--- config.mk ---
export PLATFORM = sky130hd
export DESIGN_NAME = bcd_push_sequencer
export DESIGN_NICKNAME = d
export VERILOG_FILES = /design/src/rtl/bcd_push_sequencer.sv
export SDC_FILE = /design/constraint.sdc
export NUM_CORES = 1
export LEC_CHECK = 0
export ABC_AREA = 0
export CORE_UTILIZATION = 30
export CTS_CLUSTER_DIAMETER = 30
export DETAILED_ROUTE_END_ITERATION = 12
export DONT_BUFFER_PORTS = 1
export HOLD_SLACK_MARGIN = 0.02
export PLACE_DENSITY = 0.52
export SKIP_LAST_GASP = 1
export SYNTH_ARGS = -nofsm -noshare
export SYNTH_HDL_FRONTEND = slang
export SYNTH_SLANG_ARGS = --single-unit
--- constraint.sdc ---
create_clock -name Clk -period 4.45 [get_ports Clk]
set_input_delay 0.89 -clock Clk [delete_from_list [all_inputs] [get_ports Clk]]
set_output_delay 0.89 -clock Clk [all_outputs]
set_load 0.02 [all_outputs]
--- src/rtl/bcd_push_sequencer.sv ---
// Button front-end for the BCD counter: 2-flop sync + debounce per button, then an
// arbitration FSM that emits single-cycle Up_o/Dn_o steps with hold-to-repeat.
module bcd_push_sequencer #(
  parameter int DB_CYCLES     = 4,
  parameter int HOLD_CYCLES   = 50,
  parameter int REPEAT_CYCLES = 10,
  parameter bit WRAP          = 1'b1
) (
  input  logic        Clk,
  input  logic        Rst,
  input  logic [1:0]  Push,
  input  logic [11:0] Cnt_i,
  output logic        Up_o,
  output logic        Dn_o,
  output logic [2:0]  State_o
);

  localparam int TMR_MAX = (HOLD_CYCLES > REPEAT_CYCLES) ? HOLD_CYCLES : REPEAT_CYCLES;
  localparam int TMR_W   = $clog2(TMR_MAX + 1);
  localparam int DB_W    = $clog2(DB_CYCLES + 1);

  typedef enum logic [2:0] {
    S_IDLE     = 3'd0,
    S_FIRE     = 3'd1,
    S_HOLD     = 3'd2,
    S_RPT_FIRE = 3'd3,
    S_RPT      = 3'd4,
    S_WAIT_REL = 3'd5
  } state_t;

  logic [1:0]      sync_meta;
  logic [1:0]      sync_q;
  logic [1:0]      db_lvl;
  logic [DB_W-1:0] db_cnt [2];

  state_t           state_q, state_d;
  logic             dir_up_q, dir_up_d;
  logic [TMR_W-1:0] tmr_q, tmr_d;
  logic             fire;

  logic up_prs, dn_prs, latched_prs, other_prs;
  logic blk_up, blk_dn;

  always_ff @(posedge Clk or negedge Rst) begin
    if (!Rst) begin
      sync_meta <= 2'b11;
      sync_q    <= 2'b11;
    end else begin
      sync_meta <= Push;
      sync_q    <= sync_meta;
    end
  end

  // Level flips only after DB_CYCLES back-to-back samples disagree with it.
  always_ff @(posedge Clk or negedge Rst) begin
    if (!Rst) begin
      db_lvl <= 2'b11;
      for (int b = 0; b < 2; b++) db_cnt[b] <= '0;
    end else begin
      for (int b = 0; b < 2; b++) begin
        if (sync_q[b] == db_lvl[b]) begin
          db_cnt[b] <= '0;
        end else if (db_cnt[b] == DB_W'(DB_CYCLES - 1)) begin
          db_lvl[b] <= sync_q[b];
          db_cnt[b] <= '0;
        end else begin
          db_cnt[b] <= db_cnt[b] + 1'b1;
        end
      end
    end
  end

  assign up_prs      = ~db_lvl[1];
  assign dn_prs      = ~db_lvl[0];
  assign latched_prs = dir_up_q ? up_prs : dn_prs;
  assign other_prs   = dir_up_q ? dn_prs : up_prs;

  always_ff @(posedge Clk or negedge Rst) begin
    if (!Rst) begin
      state_q  <= S_IDLE;
      dir_up_q <= 1'b0;
      tmr_q    <= '0;
    end else begin
      state_q  <= state_d;
      dir_up_q <= dir_up_d;
      tmr_q    <= tmr_d;
    end
  end

  always_comb begin
    state_d  = state_q;
    dir_up_d = dir_up_q;
    tmr_d    = '0;
    fire     = 1'b0;
    case (state_q)
      S_IDLE: begin
        if (up_prs && dn_prs) begin
          state_d = S_WAIT_REL;
        end else if (up_prs || dn_prs) begin
          state_d  = S_FIRE;
          dir_up_d = up_prs;
        end
      end
      // A release seen while firing still lets the pulse out, then drops to idle.
      S_FIRE: begin
        fire    = 1'b1;
        tmr_d   = TMR_W'(1);
        state_d = latched_prs ? S_HOLD : S_IDLE;
      end
      S_HOLD: begin
        tmr_d = tmr_q + 1'b1;
        if (!latched_prs)                            state_d = S_IDLE;
        else if (other_prs)                          state_d = S_WAIT_REL;
        else if (tmr_q == TMR_W'(HOLD_CYCLES - 1))   state_d = S_RPT_FIRE;
      end
      S_RPT_FIRE: begin
        fire    = 1'b1;
        tmr_d   = TMR_W'(1);
        state_d = latched_prs ? S_RPT : S_IDLE;
      end
      S_RPT: begin
        tmr_d = tmr_q + 1'b1;
        if (!latched_prs)                            state_d = S_IDLE;
        else if (other_prs)                          state_d = S_WAIT_REL;
        else if (tmr_q == TMR_W'(REPEAT_CYCLES - 1)) state_d = S_RPT_FIRE;
      end
      S_WAIT_REL: begin
        if (!up_prs && !dn_prs) state_d = S_IDLE;
      end
      default: state_d = S_IDLE;
    endcase
  end

  // Saturation masks only the pulse; the FSM timing is unaffected.
  assign blk_up  = !WRAP && (Cnt_i == 12'h999);
  assign blk_dn  = !WRAP && (Cnt_i == 12'h000);
  assign Up_o    = fire &&  dir_up_q && !blk_up;
  assign Dn_o    = fire && !dir_up_q && !blk_dn;
  assign State_o = state_q;

endmodule

==> results.md, run 1 <==
| Parameter | This run | Unit |
| --- | --- | --- |
| Status | finished clean | - |
| Total congestion overflow after global routing | 0 | - |
| Final setup viols | 0 | - |
| Global-route total usage across every layer | 0.1112 | - |
| Vias in the first global route | 763 | - |
| Fin nets | 129 | - |
| Critical path capture point | Dn_o | - |
| Capture point of the worst reg-to-reg path | State_o[2] | - |
| Core region area | 0.003442 | mm2 |
| Async SR Flop Fraction | 1.000 | - |
| Cell types with the largest area share after synthesis | sky130_fd_sc_hd__dfrtp_1, sky130_fd_sc_hd__dfstp_2, sky130_fd_sc_hd__ha_1 | - |
| Avg Inst Size Synth | 10.71 | um2 |
| # clock sinks | 22 | - |
| Synth Register Bits | 22 | - |
| Initial DRT Pass Iterations | 4 | - |
| DRC violation count after routing | 0 | - |
| Clock skew after layout | 0.0009807 | ns |
| First DRT Iteration DRCs | 13 | - |
| Distinct cell type count of the synthesized netlist | 32 | - |
| Register area | 558.0 | um2 |
| Worst slew pin tran | 0.5251 | ns |
| CTS tree | built | - |
| Power Density | 659.4 | mW/mm2 |
| Cell area after layout | 0.001227 | mm2 |
| Number of nets still failing antenna checks after routing | 0 | - |
| Critical-path maximum fanout | 12 | - |
| Pin count of the biggest net entering global routing | 23 | - |
| Post-placement cell area | 0.001156 | mm2 |
| Cell type with the highest aggregate area in the netlist | sky130_fd_sc_hd__dfrtp_1 | - |
| Antenna violations before repair | 0 | - |
| Top-Level Pins | 21 | - |
| Worst-case vdd ir drop | 0.0002051 | V |
| Number of endpoints with negative hold slack in the final report | 0 | - |
| Final Critical Period | 2.356 | ns |
| Root buffer cell | sky130_fd_sc_hd__clkbuf_8 | - |
| Input/output buffers | 0 | - |
| Worst rel slew slack | 0.6499 | - |
| Wirelength per Cell | 12.14 | um |
| Routed WL | 1.833 | mm |
| Setup TNS Final | 0 | ns |
| Postcts setup bufs | 0 | - |
| Fraction of layout instances using a drive strength above 1 | 0.1143 | - |
| Count of final max-slew check failures | 0 | - |
| Critical path endpoint category | output port | - |
| Synthesized net count | 127 | - |
| Diode insertion count for antenna repair | 0 | - |
| Starting density of the core | 0.3235 | - |
| Netlist area before placement | 0.001114 | mm2 |
| Met1 capacity usage during global routing | 0.1453 | - |
| Number of warnings issued by yosys | 0 | - |
| Hold buffer count at CTS | 0 | - |
| Unrepaired setup endpoints after global routing | no | - |
| WS Path Type | reg2out | - |
| Number of H-tree branching levels | 1 | - |
| Arrival time worst endpoint | 1.47 | ns |
| Busiest grt layer | met2 | - |
| First-pass GRT wire length | 3.470 | mm |
| Leading post-synthesis cells by instance count | sky130_fd_sc_hd__dfrtp_1, sky130_fd_sc_hd__nor2_1, sky130_fd_sc_hd__nor2b_1, sky130_fd_sc_hd__ha_1 | - |
| Number of buffers created by CTS | 3 | - |
| Kind of start point of the critical path | register | - |
| Clk slew on worst S/H paths | 0.08 | ns |
| Max Clk Rate | 0.4245 | GHz |
| Half-perimeter wire length of the detailed placement result | 1.317 | mm |
| Depth of the worst register-to-register path | 5 | - |
| Static leakage | 0.5419 | nW |
| Total of max-cap violations | 0 | - |
| DIE AREA | 0.003960 | mm2 |
| Routability cong. | 0.7646 | - |
| Clock Path Buffers | 2 | - |
| Worst skew pair latency | 0.26 | ns |
| Total of fill cells in the finished design | 351 | - |
| GR met2 Demand/Resource | 0.1720 | - |
| Post-route clock period utilization | 0.5294 | - |
| Vert. Die Dim | 62.93 | um |
| Required time worst endpoint | 3.56 | ns |
| Commonest register cell after synthesis | sky130_fd_sc_hd__dfrtp_1 | - |
| Critical Path Start | State_o[2] | - |
| Horizontal die dimension | 62.93 | um |
| Met3 usage | 0.02555 | - |
| Flop-to-flop setup slack | 2.72 | ns |
| Area share of the largest cell type after synthesis | 0.3596 | - |
| Number of cells upsized or downsized after cts | 0 | - |
| Number of vias per cell | 4.841 | - |
| Worst min path class | in2async | - |
| Most frequently used cell type in the post-synthesis netlist | sky130_fd_sc_hd__dfrtp_1 | - |
| Startpoint of the worst register-to-register path | db_lvl[1] | - |
| Post-layout total power | 0.8094 | mW |
| Routed via count | 731 | - |
| Sequential area share after synthesis | 0.5011 | - |
| Area Growth Syn to Fin | 10.22 | % |
| Area of the multi-input gates | 518.0 | um2 |
| Post-synth EDFFs | 0 | - |
| Synth Instances | 104 | - |
| Final design utilization | 0.3566 | - |
| Core Rows | 21 | - |
flip-flops by register name (all words and copies together) (netlist names):
signal and count:
db_lvl 2, dir_up_q 1, State_o 3, tmr_q 6
sync_meta 2, sync_q 2, db_cnt 6
cell type report:
cell class,count,share of cell area
clock buffer,3,0.03364
clock inverter,1,0.02446
inverter,6,0.01835
multi-input combinational,73,0.4220
sequential,22,0.4546
tap,46,0.04689
layout by cell type, fill, tap and decap left out, types with 2 or more instances in the layout:
cell / n
sky130_fd_sc_hd__a21oi_1: 2
sky130_fd_sc_hd__clkbuf_8: 3
sky130_fd_sc_hd__dfrtp_1: 16
sky130_fd_sc_hd__dfstp_2: 6
sky130_fd_sc_hd__ha_1: 7
sky130_fd_sc_hd__inv_1: 6
sky130_fd_sc_hd__nand2_1: 4
sky130_fd_sc_hd__nand2b_1: 4
sky130_fd_sc_hd__nand3_1: 3
sky130_fd_sc_hd__nor2_1: 12
sky130_fd_sc_hd__nor2b_1: 8
sky130_fd_sc_hd__nor3_1: 3
sky130_fd_sc_hd__nor3b_1: 3
sky130_fd_sc_hd__o21ai_0: 4
sky130_fd_sc_hd__xnor2_1: 4
sky130_fd_sc_hd__xor2_1: 3
metrics by stage:
step	instances	setup slack (ns)	hold slack [ns]
3_3_place_gp	147	2.390	0.3466
3_5_place_dp	147	2.373	0.3470
4_1_cts	151	2.072	0.3059
6_report	151	2.094	0.3118
5_1_grt	151	2.020	0.2940
2_1_floorplan	104	2.469	0.3452
worst max-delay path: stages (launching register included):
cell	delay, ns
sky130_fd_sc_hd__dfrtp_1	0.58
sky130_fd_sc_hd__nand2b_1	0.28
sky130_fd_sc_hd__nor2_1	0.34
where the power goes:
part	total, mW	switching, mW	internal (mW)
Clock	0.187	0.0672	0.120
Sequential	0.350	0.0908	0.259
Combinational	0.272	0.146	0.126
Total	0.809	0.304	0.505
layer usage:
layer	routed length, um	share of wire
met1	937	0.51
met2	781	0.43
met3	75	0.041
met4	38	0.021
met5	0	0
cells by family after synthesis:
group | Yosys count | share of synthesized area
adder cells (fa/ha/maj) | 7 | 0.07865
AND/OR/NAND/NOR | 42 | 0.2079
AO/OA/AOI/OAI | 16 | 0.1135
buffers and inverters | 9 | 0.03370
multiplexers | 1 | 0.01011
XOR/XNOR | 7 | 0.05506
flip-flops | 22 | 0.5011
worst min-delay path by stage:
stage	slack, ns	end	startpoint	cells past startpoint
global placement	0.35	sync_q[1]	sync_meta[1]	0
CTS	0.31	State_o[0]	Rst	0
finish	0.31	db_cnt[3]	Rst	0
floorplan	0.35	sync_q[0]	sync_meta[0]	0
global route	0.29	State_o[0]	Rst	0
detailed placement	0.35	sync_q[1]	sync_meta[1]	0
No activity file was read; power rests on OpenSTA's default activity.
==> run 2, diff against run 1 <==
--- a/config.mk
+++ b/config.mk
@@ -11,7 +11,7 @@
 export DETAILED_ROUTE_END_ITERATION = 12
 export DONT_BUFFER_PORTS = 1
 export HOLD_SLACK_MARGIN = 0.02
-export PLACE_DENSITY = 0.52
+export PLACE_DENSITY = 0.53
 export SKIP_LAST_GASP = 1
 export SYNTH_ARGS = -nofsm -noshare
 export SYNTH_HDL_FRONTEND = slang
==> constraint.sdc (replaced) <==
create_clock -name Clk -period 2.1 [get_ports Clk]
set_input_delay 0.42 -clock Clk [delete_from_list [all_inputs] [get_ports Clk]]
set_output_delay 0.42 -clock Clk [all_outputs]
set_load 0.02 [all_outputs]
==> results.md, run 2 (synthesis results as in run 1) <==
| Parameter | This run | Unit | vs previous |
| --- | --- | --- | --- |
| Antenna violations before repair | 0 | - | unchanged |
| Total congestion overflow after global routing | 0 | - | unchanged |
| Half-perimeter wire length of the detailed placement result | 1.308 | mm | was 1.317 mm |
| Number of nets still failing antenna checks after routing | 0 | - | unchanged |
| Hold Crit Start | Push[1] | - |  |
| Diode insertion count for antenna repair | 0 | - | unchanged |
| Clock Path Buffers | 2 | - | unchanged |
| Final setup viols | 0 | - | unchanged |
| Horizontal die dimension | 62.93 | um | unchanged |
| CTS tree | built | - | unchanged |
| Top-Level Pins | 21 | - | unchanged |
| Slowest Stage Delay on Critical Path | 0.57 | ns | was 0.58 ns |
| Kind of start point of the critical path | register | - | unchanged |
| Postcts setup bufs | 0 | - | unchanged |
| Routed via count | 731 | - | unchanged |
| Fraction of layout instances using a drive strength above 1 | 0.1215 | - | was 0.1143 |
| Total of max-cap violations | 0 | - | unchanged |
| Post-layout total power | 1.735 | mW | was 0.8094 mW |
| First-pass GRT wire length | 3.429 | mm | was 3.470 mm |
| Clk slew on worst S/H paths | 0.08 | ns | about the same |
| Number of cells upsized or downsized after cts | 0 | - | unchanged |
| Core region area | 0.003442 | mm2 | unchanged |
| Cell with the largest stage delay on the worst path | sky130_fd_sc_hd__dfrtp_1 | - | unchanged |
| Gate family responsible for the most delay along the worst path | simple AND/OR/NAND/NOR gates | - | unchanged |
| Commonest non-fill, non-tap cells in the layout | sky130_fd_sc_hd__dfrtp_1, sky130_fd_sc_hd__nor2_1, sky130_fd_sc_hd__nor2b_1 | - | unchanged |
| Setup TNS Final | 0 | ns | unchanged |
| Pin count of the biggest net entering global routing | 23 | - | unchanged |
| Critical-path maximum fanout | 12 | - | unchanged |
| Critical Path Start | State_o[2] | - | unchanged |
| Worst skew pair latency | 0.26 | ns | about the same |
| Worst path bufs/invs | 0 | - | unchanged |
| Global-route total usage across every layer | 0.1132 | - | was 0.1112 |
| DIE AREA | 0.003960 | mm2 | unchanged |
| Critical path endpoint category | output port | - | unchanged |
| Status | finished clean | - | unchanged |
| Arrival time worst endpoint | 1.44 | ns | was 1.47 ns |
| Core Rows | 21 | - | unchanged |
| Vert. Die Dim | 62.93 | um | unchanged |
| Wirelength per Cell | 11.81 | um | was 12.14 um |
| Switching fraction of total power | 0.3741 | - | was 0.3755 |
| Input/output buffers | 0 | - | unchanged |
| Starting density of the core | 0.3235 | - | unchanged |
| Worst slew pin tran | 0.9640 | ns | was 0.5251 ns |
| Post-route clock period utilization | 0.8847 | - |  |
| Commonest non-fill, non-tap cell in the layout | sky130_fd_sc_hd__dfrtp_1 | - | unchanged |
| Max Clk Rate | 0.5383 | GHz |  |
| Routed WL | 1.807 | mm | was 1.833 mm |
| Total internal power | 1.086 | mW | was 0.5055 mW |
| Unrepaired setup endpoints after global routing | no | - | unchanged |
| First DRT Iteration DRCs | 29 | - | was 13 |
| Number of vias per cell | 4.778 | - | was 4.841 |
| Power Density | 1393 | mW/mm2 | was 659.4 mW/mm2 |
| Clock skew after layout | 0.001085 | ns | was 0.0009807 ns |
| Portion of total power attributed to sequential cells | 0.417 | - | was 0.433 |
| Area Growth Syn to Fin | 11.80 | % | was 10.22% |
| Number of H-tree branching levels | 1 | - | unchanged |
| Power share of the clock group | 0.226 | - | was 0.232 |
| Worst min path class | in2reg | - | was in2async |
| Number of buffers created by CTS | 3 | - | unchanged |
| Initial DRT Pass Iterations | 3 | - | was 4 |
| Final Critical Period | 1.858 | ns |  |
| # clock sinks | 22 | - | unchanged |
| WS Path Type | reg2out | - | unchanged |
| Routability cong. | 0.7603 | - | was 0.7646 |
| Count of final max-slew check failures | 0 | - | unchanged |
| Fin nets | 131 | - | was 129 |
| Vias in the first global route | 767 | - | was 763 |
| DRC violation count after routing | 0 | - | unchanged |
| Worst rel slew slack | 0.3552 | - | was 0.6499 |
| Place WS | 0.3806 | ns | was 2.373 ns |
| Final worst hold slack | 0.1440 | ns | was 0.3118 ns |
| Startpoint of the worst register-to-register path | db_lvl[1] | - | unchanged |
| Static leakage | 0.5509 | nW | was 0.5419 nW |
| Critical path cell sequence | nand2b_1 > nor2_1 | - | unchanged |
| Proportion of power drawn by combinational gates | 0.357 | - | was 0.336 |
| Minimum setup slack in the final design | 0.2422 | ns | was 2.094 ns |
| Required time worst endpoint | 1.68 | ns | was 3.56 ns |
| Worst-case vdd ir drop | 0.0004579 | V | was 0.0002051 V |
| Number of endpoints with negative hold slack in the final report | 0 | - | unchanged |
| Root buffer cell | sky130_fd_sc_hd__clkbuf_8 | - | unchanged |
| Switching power summed over all nets | 0.6490 | mW | was 0.3039 mW |
-- run 2: cell types whose count changed in the layout (fill, tap and decap cells not counted), sizes merged --
cell and change:
dlygate4sd3 +1, buf +1
-- run 2: routing by layer --
layer / vias to the layer above / part of all wire / global-route usage
met5: - / 0 / 0
met4: 0 / 0.035 / 0.09012
met3: 5 / 0.027 / 0.01825
met2: 8 / 0.44 / 0.1720
met1: 358 / 0.50 / 0.1409
li1: 360 / - / -
-- run 2: layout make-up --
class | instances | area (um2)
Clock buffer | 3 | 41.29
Multi-Input combinational cell | 73 | 518.0
Clock inverter | 1 | 30.03
Timing Repair Buffer | 2 | 17.52
Inverter | 6 | 22.52
Sequential cell | 22 | 558.0
Tap cell | 46 | 57.56
Fill cell | 341 | 2197
-- run 2: final timing paths --
kind	end	slack, ns	cells past startpoint
min in group asynchronous	State_o[0]	0.75	1
setup / recovery	Dn_o	0.24	2
hold reg to reg	sync_q[1]	0.36	0
setup reg to reg	State_o[2]	0.36	5
hold / removal	sync_meta[1]	0.14	0
max in group asynchronous	db_cnt[4]	0.76	1
-- run 2: power by group through the flow --
| stage | combinational [mW] | clock (mW) | sequential [mW] |
|---|---|---|---|
| CTS | 0.630 | 0.410 | 0.723 |
| floorplan | 0.549 | 0 | 0.664 |
| global route | 0.717 | 0.419 | 0.756 |
| global placement | 0.603 | 0 | 0.728 |
| detailed placement | 0.612 | 0 | 0.733 |
| finish | 0.620 | 0.392 | 0.723 |
-- run 2: per-stage QoR --
step                      area, um2  cells    util
after floorplan                1114    104       -
after detailed placement       1164    148  0.3381
after global placement         1164    148  0.3381
after CTS                      1245    153  0.3617
after global routing           1245    153  0.3617
final                          1245    153  0.3617
-- run 2: timing repair --
item | CTS | global route
endpoints found under the hold margin | 22 | 0
hold buffers | 1 | 0
setup endpoints to repair | 0 | 0
-- run 2: worst register-to-register path: stages, from the launching register on --
cell                       delay (ns)
sky130_fd_sc_hd__dfstp_2         0.60
sky130_fd_sc_hd__ha_1            0.16
sky130_fd_sc_hd__and4bb_1        0.25
sky130_fd_sc_hd__a221oi_2        0.20
sky130_fd_sc_hd__a22oi_2         0.10
sky130_fd_sc_hd__a211o_1         0.31
